==> config.mk <==
export PLATFORM = sky130hd
export DESIGN_NAME = counter_ctrl
export DESIGN_NICKNAME = d
export VERILOG_FILES = /design/src/rtl/counter_ctrl.sv
export SDC_FILE = /design/constraint.sdc
export NUM_CORES = 1
export LEC_CHECK = 0
export ABC_AREA = 1
export CORE_MARGIN = 2
export CORE_UTILIZATION = 58
export DETAILED_ROUTE_END_ITERATION = 16
export MAX_ROUTING_LAYER = met4
export PLACE_DENSITY_LB_ADDON = 0.1
export RECOVER_POWER = 25
export SYNTH_ARGS = -nofsm -noshare
export SYNTH_HDL_FRONTEND = slang
export SYNTH_SLANG_ARGS = --single-unit
==> constraint.sdc <==
create_clock -name clk -period 15.5 [get_ports clk]
set_clock_uncertainty 0.15 [all_clocks]
set_input_delay 4.65 -clock clk [delete_from_list [all_inputs] [get_ports clk]]
set_output_delay 4.65 -clock clk [all_outputs]
set_load 0.01 [all_outputs]
==> src/rtl/counter_ctrl.sv <==
// ============================================================================
// counter_ctrl : bus-side load/readback controller for the counter_x timer,
//                with auto-reload arbitration and latched expiry interrupts.
// Revision     : 1.0 - initial release
// ============================================================================
`default_nettype none

module counter_ctrl #(
  parameter int LOAD_HOLD   = 4,
  parameter int RD_WAIT     = 2,
  parameter int SYNC_STAGES = 2
) (
  input  logic        clk,
  input  logic        reset,
  input  logic [2:0]  bus_addr,
  input  logic [31:0] bus_wdata,
  input  logic        bus_we,
  input  logic        bus_rd,
  output logic [31:0] bus_rdata,
  output logic        bus_rd_valid,
  output logic        bus_ready,
  output logic        counter_we,
  output logic [31:0] counter_val,
  output logic [1:0]  counter_ch,
  input  logic [31:0] counter_out,
  input  logic        counter0_out,
  input  logic        counter1_out,
  input  logic        counter2_out,
  output logic        irq
);

  typedef enum logic [1:0] {
    IDLE = 2'd0,
    LOAD = 2'd1,
    GAP  = 2'd2,
    RSEL = 2'd3
  } state_t;

  state_t                         state_q, state_d;
  logic [2:0][31:0]               reload_q, reload_d;
  logic [2:0]                     ar_q, ar_d, ie_q, ie_d;
  logic [2:0]                     status_q, status_d, pend_q, pend_d;
  logic [2:0][SYNC_STAGES-1:0]    sync_q, sync_d;
  logic [2:0]                     prev_q, prev_d;
  logic [7:0]                     cnt_q, cnt_d;
  logic                           counter_we_q, counter_we_d;
  logic [31:0]                    counter_val_q, counter_val_d;
  logic [1:0]                     counter_ch_q, counter_ch_d;
  logic [31:0]                    bus_rdata_q, bus_rdata_d;
  logic                           bus_rd_valid_q, bus_rd_valid_d;
  logic                           irq_q, irq_d;

  logic       wr_acc, rd_acc;
  logic [1:0] rd_ch, sel;
  logic [2:0] exp_in, rise, req, clr;

  always_comb begin
    state_d        = state_q;
    reload_d       = reload_q;
    ar_d           = ar_q;
    ie_d           = ie_q;
    status_d       = status_q;
    cnt_d          = cnt_q;
    counter_we_d   = 1'b0;
    counter_val_d  = counter_val_q;
    counter_ch_d   = counter_ch_q;
    bus_rdata_d    = bus_rdata_q;
    bus_rd_valid_d = 1'b0;
    irq_d          = |(status_q & ie_q);
    req            = 3'b000;
    clr            = 3'b000;
    sel            = 2'd0;

    wr_acc = bus_we && (state_q == IDLE);
    rd_acc = bus_rd && (state_q == IDLE);
    rd_ch  = bus_addr[1:0] - 2'd1;
    exp_in = {counter2_out, counter1_out, counter0_out};

    for (int n = 0; n < 3; n++) begin
      sync_d[n][0] = exp_in[n];
      for (int s = 1; s < SYNC_STAGES; s++) begin
        sync_d[n][s] = sync_q[n][s-1];
      end
      prev_d[n] = sync_q[n][SYNC_STAGES-1];
      rise[n]   = sync_q[n][SYNC_STAGES-1] & ~prev_q[n];
    end

    if (wr_acc) begin
      case (bus_addr)
        3'd0, 3'd1, 3'd2: begin
          reload_d[bus_addr[1:0]] = bus_wdata;
          req[bus_addr[1:0]]      = 1'b1;
        end
        3'd3: begin
          ar_d = bus_wdata[2:0];
          ie_d = bus_wdata[6:4];
        end
        3'd4:    status_d = status_q & ~bus_wdata[2:0];
        default: ;
      endcase
    end
    // A new expiry edge beats a simultaneous write-1-to-clear.
    status_d = status_d | rise;
    req      = req | (rise & ar_q);

    case (state_q)
      IDLE: begin
        if (rd_acc && (bus_addr >= 3'd5)) begin
          state_d      = RSEL;
          counter_ch_d = rd_ch;
          cnt_d        = 8'(RD_WAIT - 1);
        end else if (|pend_q) begin
          sel           = pend_q[0] ? 2'd0 : (pend_q[1] ? 2'd1 : 2'd2);
          state_d       = LOAD;
          counter_ch_d  = sel;
          counter_val_d = reload_q[sel];
          counter_we_d  = 1'b1;
          cnt_d         = 8'(LOAD_HOLD - 1);
          clr[sel]      = 1'b1;
        end
        if (rd_acc && (bus_addr < 3'd5)) begin
          bus_rd_valid_d = 1'b1;
          case (bus_addr)
            3'd3:    bus_rdata_d = {25'd0, ie_q, 1'b0, ar_q};
            3'd4:    bus_rdata_d = {29'd0, status_q};
            default: bus_rdata_d = reload_q[bus_addr[1:0]];
          endcase
        end
      end
      LOAD: begin
        if (cnt_q == 8'd0) begin
          state_d = GAP;
        end else begin
          counter_we_d = 1'b1;
          cnt_d        = cnt_q - 8'd1;
        end
      end
      GAP: state_d = IDLE;
      RSEL: begin
        if (cnt_q == 8'd0) begin
          bus_rdata_d    = counter_out;
          bus_rd_valid_d = 1'b1;
          state_d        = IDLE;
        end else begin
          cnt_d = cnt_q - 8'd1;
        end
      end
      default: state_d = IDLE;
    endcase

    // Requests arriving in the LOAD-entry cycle survive the clear.
    pend_d = (pend_q & ~clr) | req;
  end

  always_ff @(posedge clk or posedge reset) begin
    if (reset) begin
      state_q        <= IDLE;
      reload_q       <= '0;
      ar_q           <= '0;
      ie_q           <= '0;
      status_q       <= '0;
      pend_q         <= '0;
      sync_q         <= '0;
      prev_q         <= '0;
      cnt_q          <= '0;
      counter_we_q   <= 1'b0;
      counter_val_q  <= '0;
      counter_ch_q   <= '0;
      bus_rdata_q    <= '0;
      bus_rd_valid_q <= 1'b0;
      irq_q          <= 1'b0;
    end else begin
      state_q        <= state_d;
      reload_q       <= reload_d;
      ar_q           <= ar_d;
      ie_q           <= ie_d;
      status_q       <= status_d;
      pend_q         <= pend_d;
      sync_q         <= sync_d;
      prev_q         <= prev_d;
      cnt_q          <= cnt_d;
      counter_we_q   <= counter_we_d;
      counter_val_q  <= counter_val_d;
      counter_ch_q   <= counter_ch_d;
      bus_rdata_q    <= bus_rdata_d;
      bus_rd_valid_q <= bus_rd_valid_d;
      irq_q          <= irq_d;
    end
  end

  assign bus_ready    = (state_q == IDLE);
  assign counter_we   = counter_we_q;
  assign counter_val  = counter_val_q;
  assign counter_ch   = counter_ch_q;
  assign bus_rdata    = bus_rdata_q;
  assign bus_rd_valid = bus_rd_valid_q;
  assign irq          = irq_q;

endmodule

`default_nettype wire

==> flow_summary.ini, run 1 <==
[place]
placed_area_um2 = 10800
dpl.hpwl_mm = 15.5
io_buffers = 143
gp_congestion = 0.916

[sta]
period_share_pct = 58.5
setup_viol = 0
relSlewSlack_pct = -253
worst_pin_slew_ps = 5270
finalHoldViolCount = 0
grt_setup_unrepaired = no
slew_viol_final = 123
min_period_ps = 9070
hold_ws_ps = 193
max_freq_mhz = 110
setup_tns_ps = 0

[outcome]
failed_checks = max-capacitance violations, max-slew violations
status = finished with violations

[final_layout]
fillers = 1305
multi_input_area_um2 = 3890
seqCellArea_um2 = 4900
design_area_um2 = 11400
diodes = 0
drive_above_1_share_pct = 4.57
area_growth_pct = 22.0
final_util_pct = 72.0
fin_nets = 1407

[grt]
grt_overflow = 0
grt_pass1_vias = 7657
grtUsageTotal_pct = 30.6
antenna_found_initial = 0
grt_max_degree = 123
grt_pass1_wl_mm = 39.4

[route]
firstDrtPassIters = 7
vias = 8462
drc = 0
final_antenna_net_count = 0
avgViaCountPerCell = 5.46
wl_per_cell_um = 15.8
drt_iter0_markers = 800
wl_mm = 24.5

[floorplanning]
core_area_um2 = 15800
die_x_um = 131
io_pins = 144
initial_utilization_pct = 59.1
dieArea_um2 = 17200
die_h_um = 131
row_count = 46

[setup_path]
reg2reg_depth = 10
worstPathMaxFanout = 122
cp-startpoint = reset
critPathCaptureType = asynchronous set/reset pin
r2r-start = state_q[0]$_DFFE_PP0P_
rr_endpoint = bus_rdata[7]$_DFFE_PP0P_
worstPathRequired_ps = 15790
path_class = in2async
worstSetupEndpoint = reload_q[30]$_DFFE_PP0P_
r2r_slack_ps = 12820
crit_arrival_ps = 9360
cp-start-kind = primary input

[synth]
ys_seq_area_share_pct = 52.5
ys_seq_elements = 196
synth_area_um2 = 9350
synthCells = 1219
syn-num-nets = 1303
synthDistinctLibCells = 29
syn_avg_cell_area_um2 = 7.67
yosys_warnings = 0

[clock_tree]
cts.repair.resized = 0
cts_hold_buffers = 0
cts_made_buffers = 17
cts_tree = built
cts_setup_buffers = 0
cts_htree_levels = 4
clock-sinks = 196
path_clk_slew_ps = 70
worst_skew_pair.late_latency_ps = 440
clockBufferDepth = 2
cts_root_buf = clkbuf_16

[pwr]
p_total_mw = 2.24
power.internal_mw = 1.33
clockPowerShare_pct = 19.4
seq_power_share_pct = 40.4
p_comb_share_pct = 40.2
p_leak_nw = 5.61
p_per_area_nw_per_um2 = 196
swShare_pct = 40.6
p_switching_mw = 0.908
peakVddDrop_mv = 0.100

[run]
maxCapViolCount = 1

[worst_hold_path]
hold_path.class = reg2reg
-- cells by family after synthesis --
family,count (synthesis),share of synthesized area [%]
flops,196,52.5
simple gates,620,26.2
fa+ha+maj,10,1.34
buf+inv,138,6.13
compound gates,255,13.9
-- state kept, by name (all words and copies together), names as in the netlist --
name	cells
counter_ch	2
sync_d	3
bus_rd_valid	1
ie_q	3
state_q	2
cnt_q	8
bus_rdata	32
counter_val	32
status_q	3
pend_q	3
prev_q	3
prev_d	3
reload_q	96
counter_we	1
irq	1
ar_q	3
-- synthesized netlist by cell type --
cell      number  area (µm²)
nand2_1      498        1870
dfrtp_1      196        4900
o21ai_0      178         891
inv_1         65         244
nor2_1        57         214
nand3_1       50         250
a21oi_1       38         190
buf_2         33         165
o21ai_1       31         155
clkbuf_1      27         101
ha_1          10         125
buf_1          4        15.0
inv_2          4        15.0
a21boi_0       3        22.5
buf_4          3        22.5
nor2_4         3        33.8
nor3_1         3        15.0
nand2_2        2        12.5
nand3_2        2        20.0
nor2_2         2        12.5
o31ai_1        2        15.0
a22oi_1        1        7.51
clkinv_1       1        3.75
inv_4          1        6.26
nand2_4        1        11.3
nand4_1        1        6.26
o22ai_1        1        6.26
o311ai_0       1        8.76
or2_2          1        6.26
-- power by group through the flow --
stage	logic, mW	registers [mW]	clock network [mW]
5_1_grt	1.02	0.934	0.457
3_5_place_dp	0.887	0.904	0
4_1_cts	0.899	0.899	0.437
2_1_floorplan	0.543	0.904	0
3_3_place_gp	0.865	0.899	0
6_report	0.899	0.905	0.433
-- final cells by class --
class                           instances  share of cell area [%]
Clock buffer                           18                    3.76
Clock inverter                         13                    1.21
Tap cell                              216                    2.37
Sequential cell                       196                    43.0
Multi-Input combinational cell        885                    34.1
Inverter                               71                    2.37
Timing Repair Buffer                  152                    13.1
-- per-stage QoR --
stage,cells,worst slack [ps]
finish,1551,6430
floorplan,1219,5360
CTS,1551,7700
detailed placement,1520,7250
global route,1551,5430
global placement,1520,7360
-- layer usage --
layer / routed length [µm] / track usage, % / share of wire (%) / vias up
li1: - / - / - / 4086
met1: 11400 / 46.2 / 46 / 3993
met2: 10900 / 43.5 / 44 / 352
met3: 2070 / 5.90 / 8.4 / 31
met4: 233 / 6.07 / 0.95 / 0
met5: 0 / - / 0 / -
-- layout by cell type, fill, tap and decap left out, types with 5 or more instances in the layout --
| master | n |
|---|---|
| inv_6 | 7 |
| o21ai_1 | 31 |
| nand3_2 | 5 |
| buf_4 | 9 |
| o21ai_0 | 178 |
| nand3_1 | 47 |
| nor2_1 | 55 |
| dfrtp_1 | 196 |
| nand2_1 | 498 |
| a21oi_1 | 38 |
| inv_1 | 64 |
| clkbuf_16 | 17 |
| ha_1 | 10 |
| clkdlybuf4s50_1 | 139 |
-- worst min path at each step --
stage / start / depth (start not counted) / slack [ps] / endpoint
after floorplan: sync_d[1]$_DFF_PP0_ / 0 / 180 / prev_d[0]$_DFF_PP0_
after global placement: sync_d[5]$_DFF_PP0_ / 0 / 190 / prev_d[2]$_DFF_PP0_
after detailed placement: sync_d[1]$_DFF_PP0_ / 0 / 180 / prev_d[0]$_DFF_PP0_
after CTS: sync_d[1]$_DFF_PP0_ / 0 / 200 / prev_d[0]$_DFF_PP0_
after global routing: sync_d[1]$_DFF_PP0_ / 0 / 200 / prev_d[0]$_DFF_PP0_
final: sync_d[1]$_DFF_PP0_ / 0 / 190 / prev_d[0]$_DFF_PP0_
-- critical path, cell delays in order --
cell and delay, ps:
dlygate4sd3_1 550, clkinvlp_2 2920, buf_4 1090
No activity file was read; power rests on OpenSTA's default activity.
==> inputs of run 2 (changes only) <==
--- a/config.mk
+++ b/config.mk
@@ -7,7 +7,7 @@
 export LEC_CHECK = 0
 export ABC_AREA = 1
 export CORE_MARGIN = 2
-export CORE_UTILIZATION = 58
+export CORE_UTILIZATION = 49
 export DETAILED_ROUTE_END_ITERATION = 16
 export MAX_ROUTING_LAYER = met4
 export PLACE_DENSITY_LB_ADDON = 0.1
==> constraint.sdc (replaced) <==
create_clock -name clk -period 7.69 [get_ports clk]
set_clock_uncertainty 0.15 [all_clocks]
set_input_delay 2.307 -clock clk [delete_from_list [all_inputs] [get_ports clk]]
set_output_delay 2.307 -clock clk [all_outputs]
set_load 0.01 [all_outputs]
==> flow_summary.ini, run 2 (synthesis gave the netlist of run 1 again) <==
[outcome]
status = complete, no violations

[sta]
grt_setup_unrepaired = no
min_period_ps = 5030
setup_viol = 0
period_share_pct = 65.4
max_freq_mhz = 199
slew_viol_final = 0
worst_pin_slew_ps = 1070
setup_tns_ps = 0
relSlewSlack_pct = 28.4
finalHoldViolCount = 0

[final_layout]
fin_nets = 1405
drive_above_1_share_pct = 4.80
top_register = reload_q
layout_common_cells = nand2_1 (498), dfrtp_1 (195), o21ai_0 (178), clkdlybuf4s50_1 (137), inv_1 (64)
final_common_cell = nand2_1
diodes = 0
seqCellArea_um2 = 4910
area_growth_pct = 22.3
fin_cells = 1568
largest_reg_flops = 96
multi_input_area_um2 = 3910
fillers = 1708

[route]
drt_iter0_markers = 752
wl_per_cell_um = 15.9
vias = 8323
wl_mm = 24.9
final_antenna_net_count = 0
avgViaCountPerCell = 5.31
drc = 0
firstDrtPassIters = 5

[clock_tree]
clock-sinks = 196
path_clk_slew_ps = 70
cts.repair.resized = 0
cts_setup_buffers = 0
cts_htree_levels = 4
cts_made_buffers = 17
cts_hold_buffers = 0
cts_root_buf = clkbuf_16
clockBufferDepth = 2
cts_tree = built
worst_skew_pair.late_latency_ps = 430

[setup_path]
worstPathMaxFanout = 36
r2r_slack_ps = 4520
crit_slowest_cell = nor2_4
cp-start-kind = primary input
critPathCaptureType = register
path_cells = buf_2, inv_2, ha_1, nand2_1, nand2_1, nor2_4, nand2_1, nand2_1, nand2_1, nand2_1
path_class = in2reg
worstPathRequired_ps = 7910
crit_top_cell = nand2_1
crit_arrival_ps = 5250
crit_path_max_incr_delay_ps = 680
reg2reg_depth = 7

[grt]
antenna_found_initial = 0
grtUsageTotal_pct = 26.1
grt_pass1_vias = 7638
grt_max_degree = 67
grt_pass1_wl_mm = 40.4
grt_overflow = 0

[pwr]
peakVddDrop_mv = 0.189
swShare_pct = 39.4
p_comb_share_pct = 39.2
p_total_mw = 4.48
seq_power_share_pct = 41.1
p_switching_mw = 1.77
power.internal_mw = 2.71
clockPowerShare_pct = 19.7
p_leak_nw = 5.61
p_per_area_nw_per_um2 = 392

[floorplanning]
dieArea_um2 = 20200
core_area_um2 = 18700
die_x_um = 142
die_h_um = 142
row_count = 50
initial_utilization_pct = 50.0
io_pins = 144

[place]
gp_congestion = 0.829
dpl.hpwl_mm = 15.2
place_inst = 1536
io_buffers = 143

[run]
maxCapViolCount = 0

[worst_hold_path]
hold_path.class = reg2reg
whs_path_depth = 0
[run 2: cell count changes in the layout (fill, tap and decap cells not counted), moves of 3 or more]
| cell | change |
|---|---|
| inv_6 | -7 |
| clkbuf_8 | +6 |
| clkinv_2 | +4 |
| clkinv_4 | -4 |
| clkinvlp_4 | +3 |
[run 2: layout make-up]
type	count	area share (%)
well taps	234	2.56
repair buffers	150	12.9
inverters	71	2.36
flip-flops and latches	196	42.9
clock buffers	24	4.48
multi-input cells	885	34.2
clock inverters	8	0.635
[run 2: worst paths after layout]
check / start / to
min: sync_d[1]$_DFF_PP0_ / prev_d[0]$_DFF_PP0_
max: bus_addr[1] / bus_rdata[9]$_DFFE_PP0P_
max reg2reg: pend_q[0]$_DFF_PP0_ / counter_val[21]$_DFFE_PP0P_
min reg2reg: sync_d[1]$_DFF_PP0_ / prev_d[0]$_DFF_PP0_
max in group asynchronous: reset / pend_q[0]$_DFF_PP0_
min in group asynchronous: reset / counter_val[1]$_DFFE_PP0P_
[run 2: critical path, delay by kind of cell]
family / cells / cell delay (ps)
and+or+nand+nor: 7 / 1340
buffers and inverters: 2 / 1200
adders and majority gates: 1 / 370
[run 2: per-layer routing]
layer,vias to the layer above,GRT usage (%),part of all wire (%)
met5,-,-,0
met4,0,6.16,1.2
met3,20,4.10,4.8
met2,226,39.4,47
met1,3970,37.4,47
li1,4107,-,-
[run 2: through the flow]
stage	hold WS [ps]	utilization (%)	worst slack [ps]	cell area [µm²]
6_report	201	61.1	2660	11400
2_1_floorplan	181	-	2700	9350
5_1_grt	208	61.1	2410	11400
3_5_place_dp	186	58.0	2250	10900
4_1_cts	200	61.1	2680	11400
3_3_place_gp	183	58.0	2350	10900
[run 2: power groups by stage]
| stage | Clock, mW | Sequential, mW | Combinational (mW) |
|---|---|---|---|
| finish | 0.884 | 1.84 | 1.76 |
| global route | 0.938 | 1.90 | 2.00 |
| CTS | 0.892 | 1.84 | 1.77 |
| detailed placement | 0 | 1.85 | 1.76 |
| global placement | 0 | 1.84 | 1.72 |
| floorplan | 0 | 1.82 | 1.09 |
==> inputs of run 3 (changes only) <==
==> constraint.sdc (replaced) <==
create_clock -name clk -period 4.6 [get_ports clk]
set_clock_uncertainty 0.15 [all_clocks]
set_input_delay 1.38 -clock clk [delete_from_list [all_inputs] [get_ports clk]]
set_output_delay 1.38 -clock clk [all_outputs]
set_load 0.01 [all_outputs]
==> flow_summary.ini, run 3 (synthesis gave the netlist of run 1 again) <==
[setup_path]
cp-start-kind = primary input
worstPathMaxFanout = 71
crit_arrival_ps = 3540
path_class = in2async
critPathCaptureType = asynchronous set/reset pin
worstPathRequired_ps = 4670
cp-startpoint = reset
r2r-start = pend_q[0]$_DFF_PP0_

[grt]
grt_max_degree = 87
grtUsageTotal_pct = 26.6
grt_pass1_wl_mm = 41.0
antenna_found_initial = 0
grt_pass1_vias = 7826
grt_overflow = 0

[place]
dpl.hpwl_mm = 15.1
place_inst = 1541
gp_congestion = 0.817
io_buffers = 143

[run]
maxCapViolCount = 1

[outcome]
status = finished with violations
failed_checks = max-capacitance violations, max-slew violations

[route]
final_antenna_net_count = 0
drc = 0
wl_mm = 25.2
firstDrtPassIters = 5
avgViaCountPerCell = 5.26
vias = 8267
wl_per_cell_um = 16.0
drt_iter0_markers = 556

[pwr]
swShare_pct = 40.1
p_per_area_nw_per_um2 = 653
clockPowerShare_pct = 19.5
p_comb_share_pct = 39.2
peakVddDrop_mv = 0.325
seq_power_share_pct = 41.3
power.internal_mw = 4.48
p_switching_mw = 3.00
p_leak_nw = 5.63

[final_layout]
drive_above_1_share_pct = 5.15
fin_cells = 1573
diodes = 0
area_growth_pct = 22.7
final_common_cell = nand2_1
top_register = reload_q
fin_nets = 1410
final_util_pct = 61.3
layout_common_cells = nand2_1 (498), dfrtp_1 (195), o21ai_0 (178), clkdlybuf4s50_1 (136), inv_1 (64)
fillers = 1742
largest_reg_flops = 96

[sta]
setup_tns_ps = 0
max_freq_mhz = 289
grt_setup_unrepaired = no
relSlewSlack_pct = -15.4
min_period_ps = 3460
worst_pin_slew_ps = 1730
slew_viol_final = 72
period_share_pct = 75.3
finalHoldViolCount = 0
setup_viol = 0

[clock_tree]
cts_setup_buffers = 0
cts.repair.resized = 0
cts_tree = built
worst_skew_pair.late_latency_ps = 430
cts_htree_levels = 4
cts_root_buf = clkbuf_16
path_clk_slew_ps = 70
clockBufferDepth = 2
clock-sinks = 196
cts_made_buffers = 17
cts_hold_buffers = 0

[worst_hold_path]
hold_path.class = reg2reg
min_from = sync_d[5]$_DFF_PP0_

[floorplanning]
dieArea_um2 = 20200
die_h_um = 142
initial_utilization_pct = 50.0
row_count = 50
die_x_um = 142
io_pins = 144
core_area_um2 = 18700
==> run 3: changes by cell type in the layout (fill, tap and decap cells not counted), moves of 2 or more <==
cell and delta:
clkinv_4 +5, clkbuf_8 -6, buf_4 +3, inv_6 +4
inv_8 +2, clkinv_2 -4
==> run 3: cell type report <==
class | instances | area [µm²] | area share [%]
Clock inverter | 14 | 146 | 1.28
Sequential cell | 196 | 4910 | 42.8
Multi-Input combinational cell | 885 | 3910 | 34.0
Inverter | 71 | 270 | 2.36
Tap cell | 234 | 293 | 2.55
Clock buffer | 18 | 429 | 3.74
Timing Repair Buffer | 155 | 1520 | 13.3
==> run 3: power by group through the flow <==
stage	logic (mW)	clock network, mW	registers (mW)
after floorplan	1.83	0	3.05
after global placement	2.89	0	3.09
after detailed placement	2.95	0	3.10
after CTS	2.97	1.49	3.08
after global routing	3.35	1.56	3.19
final	2.94	1.46	3.09
==> run 3: per-stage QoR <==
stage	setup slack (ps)	power, mW	area (µm²)	hold slack, ps
finish	1140	7.49	11500	200
global route	708	8.10	11500	210
CTS	1150	7.53	11500	204
detailed placement	928	6.04	10900	186
global placement	951	5.98	10900	184
floorplan	538	4.87	9350	181
==> run 3: path summary, 6_finish.rpt <==
| check | end | slack [ps] | cells past startpoint |
|---|---|---|---|
| worst max-delay path | bus_rdata[24]$_DFFE_PP0P_ | 1140 | 3 |
| worst min-delay path | prev_d[2]$_DFF_PP0_ | 200 | 0 |
| worst max register to register | counter_val[9]$_DFFE_PP0P_ | 1810 | 8 |
| worst min register to register | prev_d[2]$_DFF_PP0_ | 200 | 0 |
| max in group clk | bus_ready | 1160 | 3 |
| min in group asynchronous | bus_rdata[1]$_DFFE_PP0P_ | 1200 | 2 |
==> run 3: critical path: stages <==
cell	delay, ps
dlygate4sd3_1	540
clkinvlp_2	250
clkbuf_2	1290
==> run 3: routing by layer <==
layer  part of all wire [%]  global-route usage, %
met1                     47                   37.5
met2                     46                   40.9
met3                    5.4                   4.51
met4                   0.82                   5.37
met5                      0                      -
